**src/rtl/glyph_pkg.sv**
```systemverilog
// Shared definitions for the RGB value glyph engine: glyph geometry,
// the blank code, the conversion FSM states and the 16x16 digit glyph table.
package glyph_pkg;

  localparam int GLYPH_W = 16;
  localparam int GLYPH_H = 16;
  localparam logic [3:0] BLANK_CODE = 4'd15;

  typedef enum logic [1:0] {IDLE, LOAD_CH, SHIFT, COMMIT} state_t;

  // Stroke patterns used to build the seven-segment style digits.
  localparam logic [GLYPH_W-1:0] SEG_H = 16'h7FFE;  // horizontal bar
  localparam logic [GLYPH_W-1:0] SEG_L = 16'h6000;  // left vertical stroke
  localparam logic [GLYPH_W-1:0] SEG_R = 16'h0006;  // right vertical stroke

  // Segment set {g,f,e,d,c,b,a} per code; codes above 9 light nothing.
  function automatic logic [6:0] seg_of(input logic [3:0] code);
    logic [6:0] s;
    case (code)
      4'd0:    s = 7'b0111111;
      4'd1:    s = 7'b0000110;
      4'd2:    s = 7'b1011011;
      4'd3:    s = 7'b1001111;
      4'd4:    s = 7'b1100110;
      4'd5:    s = 7'b1101101;
      4'd6:    s = 7'b1111101;
      4'd8:    s = 7'b1111111;
      4'd9:    s = 7'b1101111;
      default: s = 7'b0000000;
    endcase
    return s;
  endfunction

  // Glyph table: one GLYPH_W-bit row for each (code, row) pair.
  // Rows 0-1 top bar, 2-6 upper strokes, 7-8 middle bar, 9-13 lower strokes,
  // 14-15 bottom bar. The 7 uses a slanted stroke instead.
  function automatic logic [GLYPH_W-1:0] glyph_bits(input logic [3:0] code,
                                                    input logic [3:0] row);
    logic [6:0]         s;
    logic [GLYPH_W-1:0] r;
    s = seg_of(code);
    r = '0;
    if (code == 4'd7) begin
      if (row <= 4'd2)       r = 16'hFFFF;
      else if (row <= 4'd5)  r = 16'h0007;
      else if (row <= 4'd8)  r = 16'h0038;
      else if (row <= 4'd11) r = 16'h01C0;
      else                   r = 16'h0E00;
    end else begin
      if (row <= 4'd1)       r = s[0] ? SEG_H : '0;
      else if (row <= 4'd6)  r = (s[5] ? SEG_L : '0) | (s[1] ? SEG_R : '0);
      else if (row <= 4'd8)  r = s[6] ? SEG_H : '0;
      else if (row <= 4'd13) r = (s[4] ? SEG_L : '0) | (s[2] ? SEG_R : '0);
      else                   r = s[3] ? SEG_H : '0;
    end
    return r;
  endfunction

endpackage

```
**src/rtl/glyph_rom.sv**
```systemverilog
// Registered digit glyph ROM addressed by {code,row}; one-cycle read latency.
// Output holds its last value while en is low.
module glyph_rom
  import glyph_pkg::*;
(
  input  logic               clk,
  input  logic               rst,
  input  logic               en,
  input  logic [3:0]         code,
  input  logic [3:0]         row,
  output logic [GLYPH_W-1:0] data
);

  // Registered table read; cleared on reset.
  always_ff @(posedge clk) begin
    if (rst)     data <= '0;
    else if (en) data <= glyph_bits(code, row);
  end

endmodule

```
**src/rtl/rgb_value_glyph_engine.sv**
```systemverilog
// Converts NUM_CH channel values to BCD digits with a sequential double-dabble
// engine and serves glyph rows for (channel, digit, row) lookups through a
// two-stage pipeline. Digit registers change only in COMMIT, all at once.
// Optional: define LEAD_ZERO_BLANK_EN to store leading zeros as blank codes.
module rgb_value_glyph_engine
  import glyph_pkg::*;
#(
  parameter int NUM_CH = 3,
  parameter int VAL_W  = 8,
  parameter int DIGITS = 3
) (
  input  logic                      clk,
  input  logic                      rst,
  input  logic                      load,
  input  logic [NUM_CH*VAL_W-1:0]   value_in,
  output logic                      busy,
  output logic                      conv_done,
  input  logic                      req_valid,
  input  logic [$clog2(NUM_CH)-1:0] req_ch,
  input  logic [$clog2(DIGITS)-1:0] req_dig,
  input  logic [$clog2(GLYPH_H)-1:0] req_row,
  output logic                      row_valid,
  output logic [GLYPH_W-1:0]        glyph_row
);

  localparam int CH_W  = $clog2(NUM_CH);
  localparam int CNT_W = $clog2(VAL_W);
  localparam int BCD_W = DIGITS * 4;

  state_t                    state_reg, state_next;
  logic [NUM_CH*VAL_W-1:0]   shadow_reg;
  logic [CH_W-1:0]           ch_reg;
  logic [CNT_W-1:0]          bit_cnt_reg;
  logic [VAL_W-1:0]          sh_reg;
  logic [BCD_W-1:0]          bcd_reg, bcd_adj, bcd_shift;
  logic [BCD_W-1:0]          temp_reg [NUM_CH];
  logic [NUM_CH*BCD_W-1:0]   digits_flat;
  logic                      last_bit, last_ch;

  logic                      s1_valid_reg;
  logic [3:0]                s1_code_reg;
  logic [3:0]                s1_row_reg;
  logic [3:0]                sel_code;
  logic                      row_valid_reg;

  assign last_bit = (int'(bit_cnt_reg) == VAL_W - 1);
  assign last_ch  = (int'(ch_reg) == NUM_CH - 1);

  // State register.
  always_ff @(posedge clk) begin
    if (rst) state_reg <= IDLE;
    else     state_reg <= state_next;
  end

  // Next-state logic and status outputs; load is only honoured in IDLE.
  always_comb begin
    state_next = state_reg;
    busy       = 1'b0;
    conv_done  = 1'b0;
    case (state_reg)
      IDLE:    if (load) state_next = LOAD_CH;
      LOAD_CH: begin
        busy       = 1'b1;
        state_next = SHIFT;
      end
      SHIFT: begin
        busy = 1'b1;
        if (last_bit) state_next = last_ch ? COMMIT : LOAD_CH;
      end
      COMMIT: begin
        conv_done  = 1'b1;
        state_next = IDLE;
      end
      default: state_next = IDLE;
    endcase
  end

  // One double-dabble step: add 3 to nibbles >= 5, then shift in the value MSB.
  always_comb begin
    bcd_adj = bcd_reg;
    for (int d = 0; d < DIGITS; d++) begin
      if (bcd_reg[d*4 +: 4] >= 4'd5) bcd_adj[d*4 +: 4] = bcd_reg[d*4 +: 4] + 4'd3;
    end
    bcd_shift    = bcd_adj << 1;
    bcd_shift[0] = sh_reg[VAL_W-1];
  end

  // Conversion datapath: capture, per-channel load, shift and temp store.
  always_ff @(posedge clk) begin
    if (rst) begin
      shadow_reg  <= '0;
      ch_reg      <= '0;
      bit_cnt_reg <= '0;
      sh_reg      <= '0;
      bcd_reg     <= '0;
      for (int c = 0; c < NUM_CH; c++) temp_reg[c] <= '0;
    end else begin
      case (state_reg)
        IDLE: if (load) begin
          shadow_reg <= value_in;
          ch_reg     <= '0;
        end
        LOAD_CH: begin
          bcd_reg     <= '0;
          sh_reg      <= shadow_reg[ch_reg*VAL_W +: VAL_W];
          bit_cnt_reg <= '0;
        end
        SHIFT: begin
          bcd_reg     <= bcd_shift;
          sh_reg      <= sh_reg << 1;
          bit_cnt_reg <= bit_cnt_reg + CNT_W'(1);
          if (last_bit) begin
            temp_reg[ch_reg] <= bcd_shift;
            if (!last_ch) ch_reg <= ch_reg + CH_W'(1);
          end
        end
        default: ;
      endcase
    end
  end

  genvar gi;
  generate
    for (gi = 0; gi < NUM_CH; gi++) begin : g_ch
      logic [BCD_W-1:0] commit_code;
      logic [BCD_W-1:0] digits_reg;
`ifdef LEAD_ZERO_BLANK_EN
      // Blank every zero digit above the most significant nonzero one; units stays.
      always_comb begin : blank_lead
        logic nz;
        nz          = 1'b0;
        commit_code = temp_reg[gi];
        for (int d = DIGITS - 1; d >= 1; d--) begin
          if (temp_reg[gi][d*4 +: 4] != 4'd0) nz = 1'b1;
          if (!nz) commit_code[d*4 +: 4] = BLANK_CODE;
        end
      end
`else
      assign commit_code = temp_reg[gi];
`endif
      // Visible digits: all channels update on the COMMIT edge together.
      always_ff @(posedge clk) begin
        if (rst)                    digits_reg <= '0;
        else if (state_reg == COMMIT) digits_reg <= commit_code;
      end
      assign digits_flat[gi*BCD_W +: BCD_W] = digits_reg;
    end
  endgenerate

  // Lookup stage 1 code select; out-of-range channel or digit shows blank.
  always_comb begin
    sel_code = BLANK_CODE;
    if (int'(req_ch) < NUM_CH && int'(req_dig) < DIGITS)
      sel_code = digits_flat[(int'(req_ch)*DIGITS + int'(req_dig))*4 +: 4];
  end

  // Lookup stage 1 register and stage 2 valid tracking.
  always_ff @(posedge clk) begin
    if (rst) begin
      s1_valid_reg  <= 1'b0;
      s1_code_reg   <= '0;
      s1_row_reg    <= '0;
      row_valid_reg <= 1'b0;
    end else begin
      s1_valid_reg  <= req_valid;
      row_valid_reg <= s1_valid_reg;
      if (req_valid) begin
        s1_code_reg <= sel_code;
        s1_row_reg  <= req_row;
      end
    end
  end

  glyph_rom u_rom (
    .clk  (clk),
    .rst  (rst),
    .en   (s1_valid_reg),
    .code (s1_code_reg),
    .row  (s1_row_reg),
    .data (glyph_row)
  );

  assign row_valid = row_valid_reg;

endmodule

```
**config.mk**
```make
export PLATFORM = sky130hd
export DESIGN_NAME = rgb_value_glyph_engine
export DESIGN_NICKNAME = d
export VERILOG_FILES = /design/src/rtl/glyph_pkg.sv /design/src/rtl/glyph_rom.sv /design/src/rtl/rgb_value_glyph_engine.sv
export SDC_FILE = /design/constraint.sdc
export NUM_CORES = 1
export LEC_CHECK = 0
export ABC_AREA = 1
export CAP_MARGIN = 5
export CELL_PAD_IN_SITES_DETAIL_PLACEMENT = 0
export CELL_PAD_IN_SITES_GLOBAL_PLACEMENT = 1
export CORE_MARGIN = 1.5
export CORE_UTILIZATION = 40
export CTS_CLUSTER_SIZE = 16
export DETAILED_ROUTE_END_ITERATION = 8
export PLACE_DENSITY = 0.77
export SLEW_MARGIN = 20
export SYNTH_ARGS = -nofsm -noshare
export SYNTH_HDL_FRONTEND = slang
export SYNTH_SLANG_ARGS = --single-unit
```
**constraint.sdc**
```tcl
create_clock -name clk -period 3.48 [get_ports clk]
set_clock_uncertainty 0.15 [all_clocks]
set_input_delay 0.348 -clock clk [delete_from_list [all_inputs] [get_ports clk]]
set_output_delay 0.348 -clock clk [all_outputs]
set_load 0.02 [all_outputs]
```
== After elaboration in Yosys (flattened, before gate mapping) ==
Memory sizes are Yosys's and may differ from the RTL's. A register that Yosys moved wholly into a read port is not among the register bits.
Index checks and enable logic that the tools add are counted.

* Output and inout port bits: 19
* Bits in read-only memories: 112
* Bits in writable memories: 36
* Memories kept: 2
* Flip-flop bits (word level): 77
* Bits of input ports: 36

{| class="wikitable"
|+ Memory list
! memory !! words !! width !! rd ports !! clocked after memory_dff !! wr ports !! line !! RTL
|-
| (no name shown) || 16 || 7 || 1 || 1 || 0 || glyph_pkg.sv:19 || <nowiki>case (code)</nowiki>
|-
| temp_reg || 3 || 12 || 3 || 3 || 3 || rgb_value_glyph_engine.sv:36 || <nowiki>logic [BCD_W-1:0] temp_reg [NUM_CH];</nowiki>
|}

* Reduce and logical (&&, ||, !) cells: 9
* Add/sub/neg operators: 6
* Multiply operators: 1
* Order comparisons: 12
* Eq/ne operators: 9
* Shift-type cells: 2
* Bitwise logic cells: 2
* Mux-type cells: 46

{| class="wikitable"
|+ Operator list
! kind !! number
|-
| $mux 16 || 8
|-
| $mux 15 || 5
|-
| $shiftx 36x8->4 || 1
|-
| $or 16x16->16 || 2
|-
| $mux 12 || 2
|-
| $pmux 12 s2 || 1
|-
| $shiftx 24x6->8 || 1
|-
| $mux 4 || 5
|-
| $pmux 8 s2 || 1
|-
| $mux 2 || 7
|-
| $mux 7 || 2
|-
| $ge 4x3->1 const B || 3
|-
| $le 4x4->1 const B || 3
|-
| $reduce_or 12->1 || 1
|-
| $mux 1 || 9
|-
| $mux 3 || 3
|-
| $add 4x2->4 const B || 2
|-
| $le 4x3->1 const B || 2
|-
| $pmux 2 s4 || 1
|-
| $eq 2x2->1 const B || 3
|-
| $ne 2x2->1 const B || 3
|-
| $pmux 3 s2 || 1
|-
| $add 4x2->5 || 1
|-
| $eq 4x3->1 const B || 1
|-
| 16 further kinds || 19
|}

== Longest topological paths before layout ==
Gate-level depths: netlist of the first run.

* Depth in word-level cells: 9
* Gate-level depth with buffers: 15
* Mapped depth without buffers: 15

== Hierarchy ==
A second synthesis of the first run with hierarchy kept.

* Cells, all modules: 833
* Area total of the unflattened synthesis: 6480.0 um^2

{| class="wikitable"
|+ Modules (own cells, without submodules)
! module !! area each (um^2) !! cells each !! times used
|-
| rgb_value_glyph_engine || 5748.0 || 709 || 1
|-
| glyph_rom || 732.0 || 124 || 1
|}

== Worst setup path after synthesis of the first run ==
OpenSTA, ideal clock, no wires.

* Kind: input -> register
* Start point: in req_ch[0]
* End point: reg with a tool-made name
* Path slack: 0.588 ns
* Path buffers: 0
* Stages on the path: 13
* Data arrival time: 2.627 ns
* Cells stage by stage: fa_1 ha_1 fa_1 inv_2 nand2_1 nor2_1 nor2_2 a21oi_4 inv_2 ha_1 nand3_1 nand3_1 nand2_1

{| class="wikitable"
|+ RTL lines
! what !! line !! RTL
|-
| start, declared || rgb_value_glyph_engine.sv:19 || <nowiki>input logic [$clog2(NUM_CH)-1:0] req_ch,</nowiki>
|}

==> reports/metrics.csv, run 1 <==
stage,metric,value,unit
outcome,run status,completed,
clock_network,CTS Buf Count,17,
timing,setup violators final,0,
worst_setup_path,reg2reg end,temp_reg[0][6],
drt,routed len/inst,13.9,um
synth,warnings from Yosys,0,
clock_network,TritonCTS clock tree,built,
clock_network,H-tree levels,4,
layout,Fill cells,1580,
clock_network,clock network latency to the later pin of the worst-skew pair,0.42,ns
layout,fin cells,1093,
layout,area of the multi-input gates,2800,um2
power,clock share of power,35.0,%
floorplanning,Initial Util,41.3,%
synth,Commonest cells post-synth,"nor2_1 (169), dfxtp_1 (111), nand2_1 (103)",
timing,Fin Hold WS,0.310,ns
synth,Synth Net Count,880,
power,Net Sw Frac,31.3,%
layout,diode count,0,
timing,Relative slew margins,60.8,%
timing,Final Slew Violations,0,
worst_setup_path,Worst Path Required,3.70,ns
synth,"Distinct cells, synth",41,
drt,WL final,15200,um
place,port bufs,54,
synth,Post-Syn Area,6610,um2
worst_setup_path,Setup crit end kind,flop,
worst_setup_path,Slowest cell on crit path,fa_1,
power,Reg power frac,41.4,%
worst_setup_path,worst r2r path cells,4,
clock_network,Post-CTS Resized,0,
grt,Global Route Usage Sum,18.1,%
grt,largest net degree at the start of global routing,27,
synth,synthesized flop and latch total,147,
clock_network,total clock sinks,147,
grt,vias in the first global route,5147,
run,MaxCap Viol Count,0,
drt,drt initial violations,399,
worst_setup_path,CP cell instances,clkdlybuf4s50_1 -> fa_1 -> ha_1 -> fa_1 -> inv_2 -> nand2_1 -> nor2_1 -> nor2_1 -> nand2_1 -> nand2_1 -> inv_1 -> ha_1 -> nand3b_1 -> nand2_1 -> nand2_1 -> nand2_1,
worst_setup_path,nature of the critical path startpoint,primary input,
power,Int Pwr,3510,uW
power,Combinational Power Share,23.6,%
drt,drt drc,0,
synth,Mean Syn Cell Area,8.06,um2
layout,register area,3300,um2
floorplanning,die width,132,um
drt,vias per cell,4.96,
layout,area grow syn2layout,19.8,%
floorplanning,# rows,46,
place,DPL Wire Length,11100,um
timing,RSZ-0062 raised after global routing,false,
floorplanning,core area,16000,um2
layout,fin nets,925,
synth,Gate Count Post-Synth,819,
floorplanning,die area,17300,um2
drt,via count of the routed design,5425,
synth,ys async rst share,0,%
timing,final-report hold violation count,0,
power,Psw,1600,uW
floorplanning,Die H,132,um
drt,drt pass-1 iters,5,
power,Worst VDD drop,0.404,mV
layout,layout cells sized above 1,8.67,%
timing,final worst path period share,90.2,%
drt,ANT nets after route,0,
synth,"EDFF count, synth",36,
place,Post-Place Cells,1061,
grt,initial antenna violation count,0,
worst_setup_path,r2r startpoint,ch_reg[1],
synth,"Seq/Total Area, Yosys",50.0,%
power,Final Power,5110,uW
worst_setup_path,Crit Path Class,primary input to flop,
worst_setup_path,CP most frequent cell,nand2_1,
worst_setup_path,max incr delay on CP,0.54,ns
synth,"Primary FF master, synth",dfxtp_1,
floorplanning,num ports,55,
timing,Final WS setup,0.340,ns
place,"worst slack, placed",-0.0126,ns
synth,Yosys top cell area share,33.6,%
timing,Fmax,318,MHz
place,GPL Wtd Cong,0.808,
worst_setup_path,R2R setup slack,0.84,ns
grt,first-pass GRT wire length,25100,um
clock_network,"Clk pin slew, worst setup/hold paths",0.06,ns
clock_network,Root Driver,clkbuf_16,
grt,grt total ovfl,0,
power,PwrDens,646,nW/um2
worst_setup_path,Critical Path Start,req_ch[0],
clock_network,clock buffer depth,2,
worst_hold_path,hold crit path type,flop to flop,
synth,synth top area cells,"dfxtp_1 (34%), edfxtp_1 (16%), nor2_1 (9.6%)",
synth,leading area contributor after synthesis,dfxtp_1,
timing,Tightest Pin Transition,0.588,ns
synth,most numerous cell in the Yosys netlist,nor2_1,
clock_network,post-CTS setup repair buffer count,0,
worst_setup_path,worst-path fanout max,7,
power,Lkg Pwr,0.00316,uW
clock_network,CTS Hold Bufs,0,
worst_setup_path,crit path DAT,3.36,ns
timing,min Tclk post-route,3.14,ns
## area by class of cell
class | count | area share [%]
clock buffer | 22 | 6.26
tap | 216 | 3.42
inverter | 73 | 3.46
sequential | 147 | 41.8
multi-input combinational | 553 | 35.3
timing repair buffer | 72 | 8.54
clock inverter | 10 | 1.22
## per-stage QoR
stage                     instance area (um2)  utilization, %  TNS, ns
after floorplan                          6610               -        0
after global placement                   7320            45.7        0
after detailed placement                 7320            45.7  -0.0243
after CTS                                7910            49.4        0
after global routing                     7910            49.4        0
final                                    7910            49.4        0
## layer usage
layer | vias to the layer above | GRT usage, % | wire [um] | share of wire [%]
met3 | 31 | 4.48 | 691 | 4.6
met5 | - | 0 | 0 | 0
met4 | 0 | 7.65 | 378 | 2.5
met1 | 2477 | 23.7 | 7160 | 47
li1 | 2787 | - | - | -
met2 | 130 | 28.5 | 6940 | 46
## worst max-delay path, delay by kind of cell
kind / cells / cell delay [ns]
adders and majority gates: 4 / 1.46
and+or+nand+nor: 9 / 0.87
buffers and inverters: 3 / 0.66
## worst min path at each step
stage	endpoint	cells after the start	from
2_1_floorplan	shadow_reg[23]	2	shadow_reg[23]
3_3_place_gp	bcd_reg[0]	2	sh_reg[7]
3_5_place_dp	g_ch[2].digits_reg[6]	2	g_ch[2].digits_reg[6]
4_1_cts	g_ch[2].digits_reg[6]	2	g_ch[2].digits_reg[6]
5_1_grt	g_ch[2].digits_reg[5]	2	g_ch[2].digits_reg[5]
6_report	g_ch[2].digits_reg[6]	2	g_ch[2].digits_reg[6]
## power by group through the flow
| stage | Sequential [uW] | Combinational, uW | Clock [uW] |
|---|---|---|---|
| floorplan | 2120 | 878 | 0 |
| global placement | 2150 | 1180 | 0 |
| detailed placement | 2150 | 1200 | 0 |
| CTS | 2120 | 1210 | 1820 |
| global route | 2140 | 1360 | 1890 |
| finish | 2120 | 1210 | 1790 |
## logic make-up (layout without fill, tap and decap cells)
family          after synthesis  count (layout)  share of synthesized area (%)
buf+inv                     119             177                           7.67
xor+xnor                      5               5                          0.663
compound gates              194             194                           16.0
flops                       147             147                           50.0
fa+ha+maj                    25              25                           4.96
simple gates                329             329                           20.7
## placed cells by master, fill, tap and decap left out, types with 3 or more instances in the layout
master           Yosys  layout
inv_2                7       8
nand3_1             28      28
clkinvlp_4           0       4
xor2_1               5       5
inv_1               64      64
nor2_2               8       8
clkbuf_8             0       3
o2111ai_1            4       4
buf_4               10      18
edfxtp_1            36      36
nand2_1            103     103
clkbuf_16            0      18
ha_1                23      23
clkdlybuf4s50_1      0      54
dfxtp_1            111     111
a21oi_1             65      65
o21ai_1              7       7
nor3_1               6       6
o22ai_1              9       9
nor2_1             169     169
o21ai_0             97      97
nand3_2              3       3
or3_1                3       3
No activity file was read; power rests on OpenSTA's default activity.
==> inputs of run 2 (changes only) <==
Settings changed: SLEW_MARGIN 20 to not set.
==> results of run 2 <==
The final DEF is identical to that of run 1; final timing and power are the same.
==> inputs of run 3 (changes only) <==
Settings changed: CORE_MARGIN 1.5 to 2.
==> run 3 against run 2 <==
Fmax fell by 0.12%. Combinational power barely moved. Utilization rose by 0.055 points. Cell area rose by 0.11%. Clock-buffer cell count rose by 2. Clock power rose by 2%. Via count rose by 0.88%. Largest power group unchanged. Largest cell class unchanged.
==> reports/metrics.csv, run 3 (synthesis results as in run 1) <==
stage,metric,value,unit,change
worst_hold_path,Hold Startpoint,g_ch[1].digits_reg[0],,
worst_setup_path,Critical Path Start,req_ch[0],,
layout,diode count,0,,unchanged
place,GPL Wtd Cong,0.853,,+5.6%
layout,"commonest non-fill, non-tap cells in the layout","nor2_1 (169), dfxtp_1 (111), nand2_1 (103), o21ai_0 (97), a21oi_1 (65)",,
grt,largest net degree at the start of global routing,30,,+11%
place,"worst slack, placed",-0.0496,ns,-0.0370 ns
floorplanning,# rows,46,,unchanged
clock_network,clock network latency to the later pin of the worst-skew pair,0.42,ns,about the same
grt,first-pass GRT wire length,25900,um,+3.2%
drt,drt drc,0,,unchanged
clock_network,CTS Hold Bufs,0,,unchanged
clock_network,TritonCTS clock tree,built,,
clock_network,H-tree levels,4,,unchanged
timing,Fmax,318,MHz,-0.12%
timing,final-report hold violation count,0,,unchanged
worst_setup_path,reg2reg end,temp_reg[0][6],,
worst_setup_path,Crit Path Class,primary input to flop,,
clock_network,"Clk pin slew, worst setup/hold paths",0.06,ns,about the same
drt,routed len/inst,14.3,um,+2.8%
drt,drt initial violations,420,,+5.3%
drt,vias per cell,5.00,,+0.79%
clock_network,post-CTS setup repair buffer count,0,,unchanged
power,PwrDens,652,nW/um2,+0.86%
place,DPL Wire Length,11300,um,+2.1%
clock_network,total clock sinks,147,,unchanged
grt,vias in the first global route,5267,,+2.3%
worst_setup_path,R2R setup slack,0.90,ns,+0.06 ns
grt,grt total ovfl,0,,unchanged
timing,Tightest Pin Transition,0.631,ns,+0.0432 ns
worst_hold_path,hold crit path type,flop to flop,,
worst_setup_path,r2r startpoint,ch_reg[1],,
run,MaxCap Viol Count,0,,unchanged
layout,Finished Cell Area,7920,um2,+0.11%
worst_setup_path,worst r2r path cells,4,,unchanged
floorplanning,core area,16000,um2,unchanged
floorplanning,Initial Util,41.3,%,unchanged
timing,setup violators final,0,,unchanged
floorplanning,Die H,133,um,+0.76%
drt,ANT nets after route,0,,unchanged
power,Lkg Pwr,0.00317,uW,+0.49%
outcome,run status,completed,,
grt,Global Route Usage Sum,18.3,%,+0.20 points
layout,layout cells sized above 1,8.54,%,-0.12 points
clock_network,Root Driver,clkbuf_16,,
layout,fin nets,926,,+0.11%
clock_network,Post-CTS Resized,0,,unchanged
place,area of placed instances,7330,um2,+0.10%
worst_setup_path,worst-path fanout max,7,,unchanged
drt,drt pass-1 iters,5,,unchanged
layout,"commonest non-fill, non-tap cell in the layout",nor2_1,,
drt,WL final,15600,um,+2.8%
timing,Final Slew Violations,0,,unchanged
floorplanning,num ports,55,,unchanged
drt,via count of the routed design,5473,,+0.88%
floorplanning,die width,133,um,+0.76%
worst_setup_path,nature of the critical path startpoint,primary input,,
timing,Relative slew margins,57.9,%,-2.9 points
worst_setup_path,Setup crit end kind,flop,,
timing,min Tclk post-route,3.14,ns,+0.00392 ns
layout,area grow syn2layout,19.9,%,
clock_network,CTS Buf Count,17,,unchanged
worst_setup_path,Worst Path Required,3.69,ns,about the same
timing,RSZ-0062 raised after global routing,false,,
power,Worst VDD drop,0.462,mV,+14%
timing,Final WS setup,0.336,ns,-0.00392 ns
place,port bufs,54,,unchanged
worst_setup_path,crit path DAT,3.36,ns,about the same
floorplanning,die area,17600,um2,+1.5%
clock_network,clock buffer depth,2,,unchanged
timing,final worst path period share,90.3,%,+0.11 points
grt,initial antenna violation count,0,,unchanged
run 3: cell types whose count changed in the layout (fill, tap and decap cells not counted):
cell,delta
buf_4,+1
bufinv_16,+1
clkbuf_1,+2
clkbuf_16,-1
clkbuf_8,+1
clkinv_4,+1
clkinvlp_4,-3
inv_4,+1
inv_6,-2
run 3: how the worst min path moves through the flow:
| stage | endpoint | depth (start not counted) |
|---|---|---|
| 3_3_place_gp | g_ch[2].digits_reg[4] | 2 |
| 6_report | g_ch[1].digits_reg[0] | 2 |
| 5_1_grt | g_ch[1].digits_reg[9] | 2 |
| 4_1_cts | g_ch[1].digits_reg[0] | 2 |
| 2_1_floorplan | shadow_reg[23] | 2 |
| 3_5_place_dp | g_ch[1].digits_reg[0] | 2 |
run 3: metal layers:
layer  up-vias  wire (um)  GRT usage, %
met4         0        239          6.15
met3        19        485          4.21
met2        93       7310          29.5
met1      2572       7580          24.3
li1       2789          -             -
met5         -          0             0
run 3: critical path, cell delays in order:
cell and delay [ns]:
clkdlybuf4s50_1 0.46, fa_1 0.50, ha_1 0.22, fa_1 0.54, inv_2 0.09, nand2_1 0.07, nor2_1 0.04, nor2_1 0.10
nand2_1 0.06, nand2_1 0.19, inv_1 0.11, ha_1 0.20, nand3b_1 0.20, nand2_1 0.10, nand2_1 0.05, nand2_1 0.07
run 3: per-stage QoR:
stage          std cells  hold slack, ns  total power (uW)  setup TNS [ns]  utilization (%)
6_report            1094           0.307              5160               0             49.5
3_5_place_dp        1062           0.299              3360          -0.174             45.8
5_1_grt             1094           0.327              5460               0             49.5
2_1_floorplan        819           0.274              2990               0                -
4_1_cts             1094           0.308              5210               0             49.5
3_3_place_gp        1062           0.296              3330               0             45.8
run 3: cell type report:
type / instances / area (um2)
flip-flops and latches: 147 / 3300
multi-input cells: 553 / 2800
fillers: 1594 / 8080
repair buffers: 73 / 683
inverters: 73 / 274
clock inverters: 8 / 101
clock buffers: 24 / 492
well taps: 216 / 270
run 3: report_power, final:
group | switching [uW] | total [uW] | internal, uW
sequential | 129 | 2120 | 1990
clock | 698 | 1830 | 1130
combinational | 776 | 1210 | 436
total | 1600 | 5160 | 3560
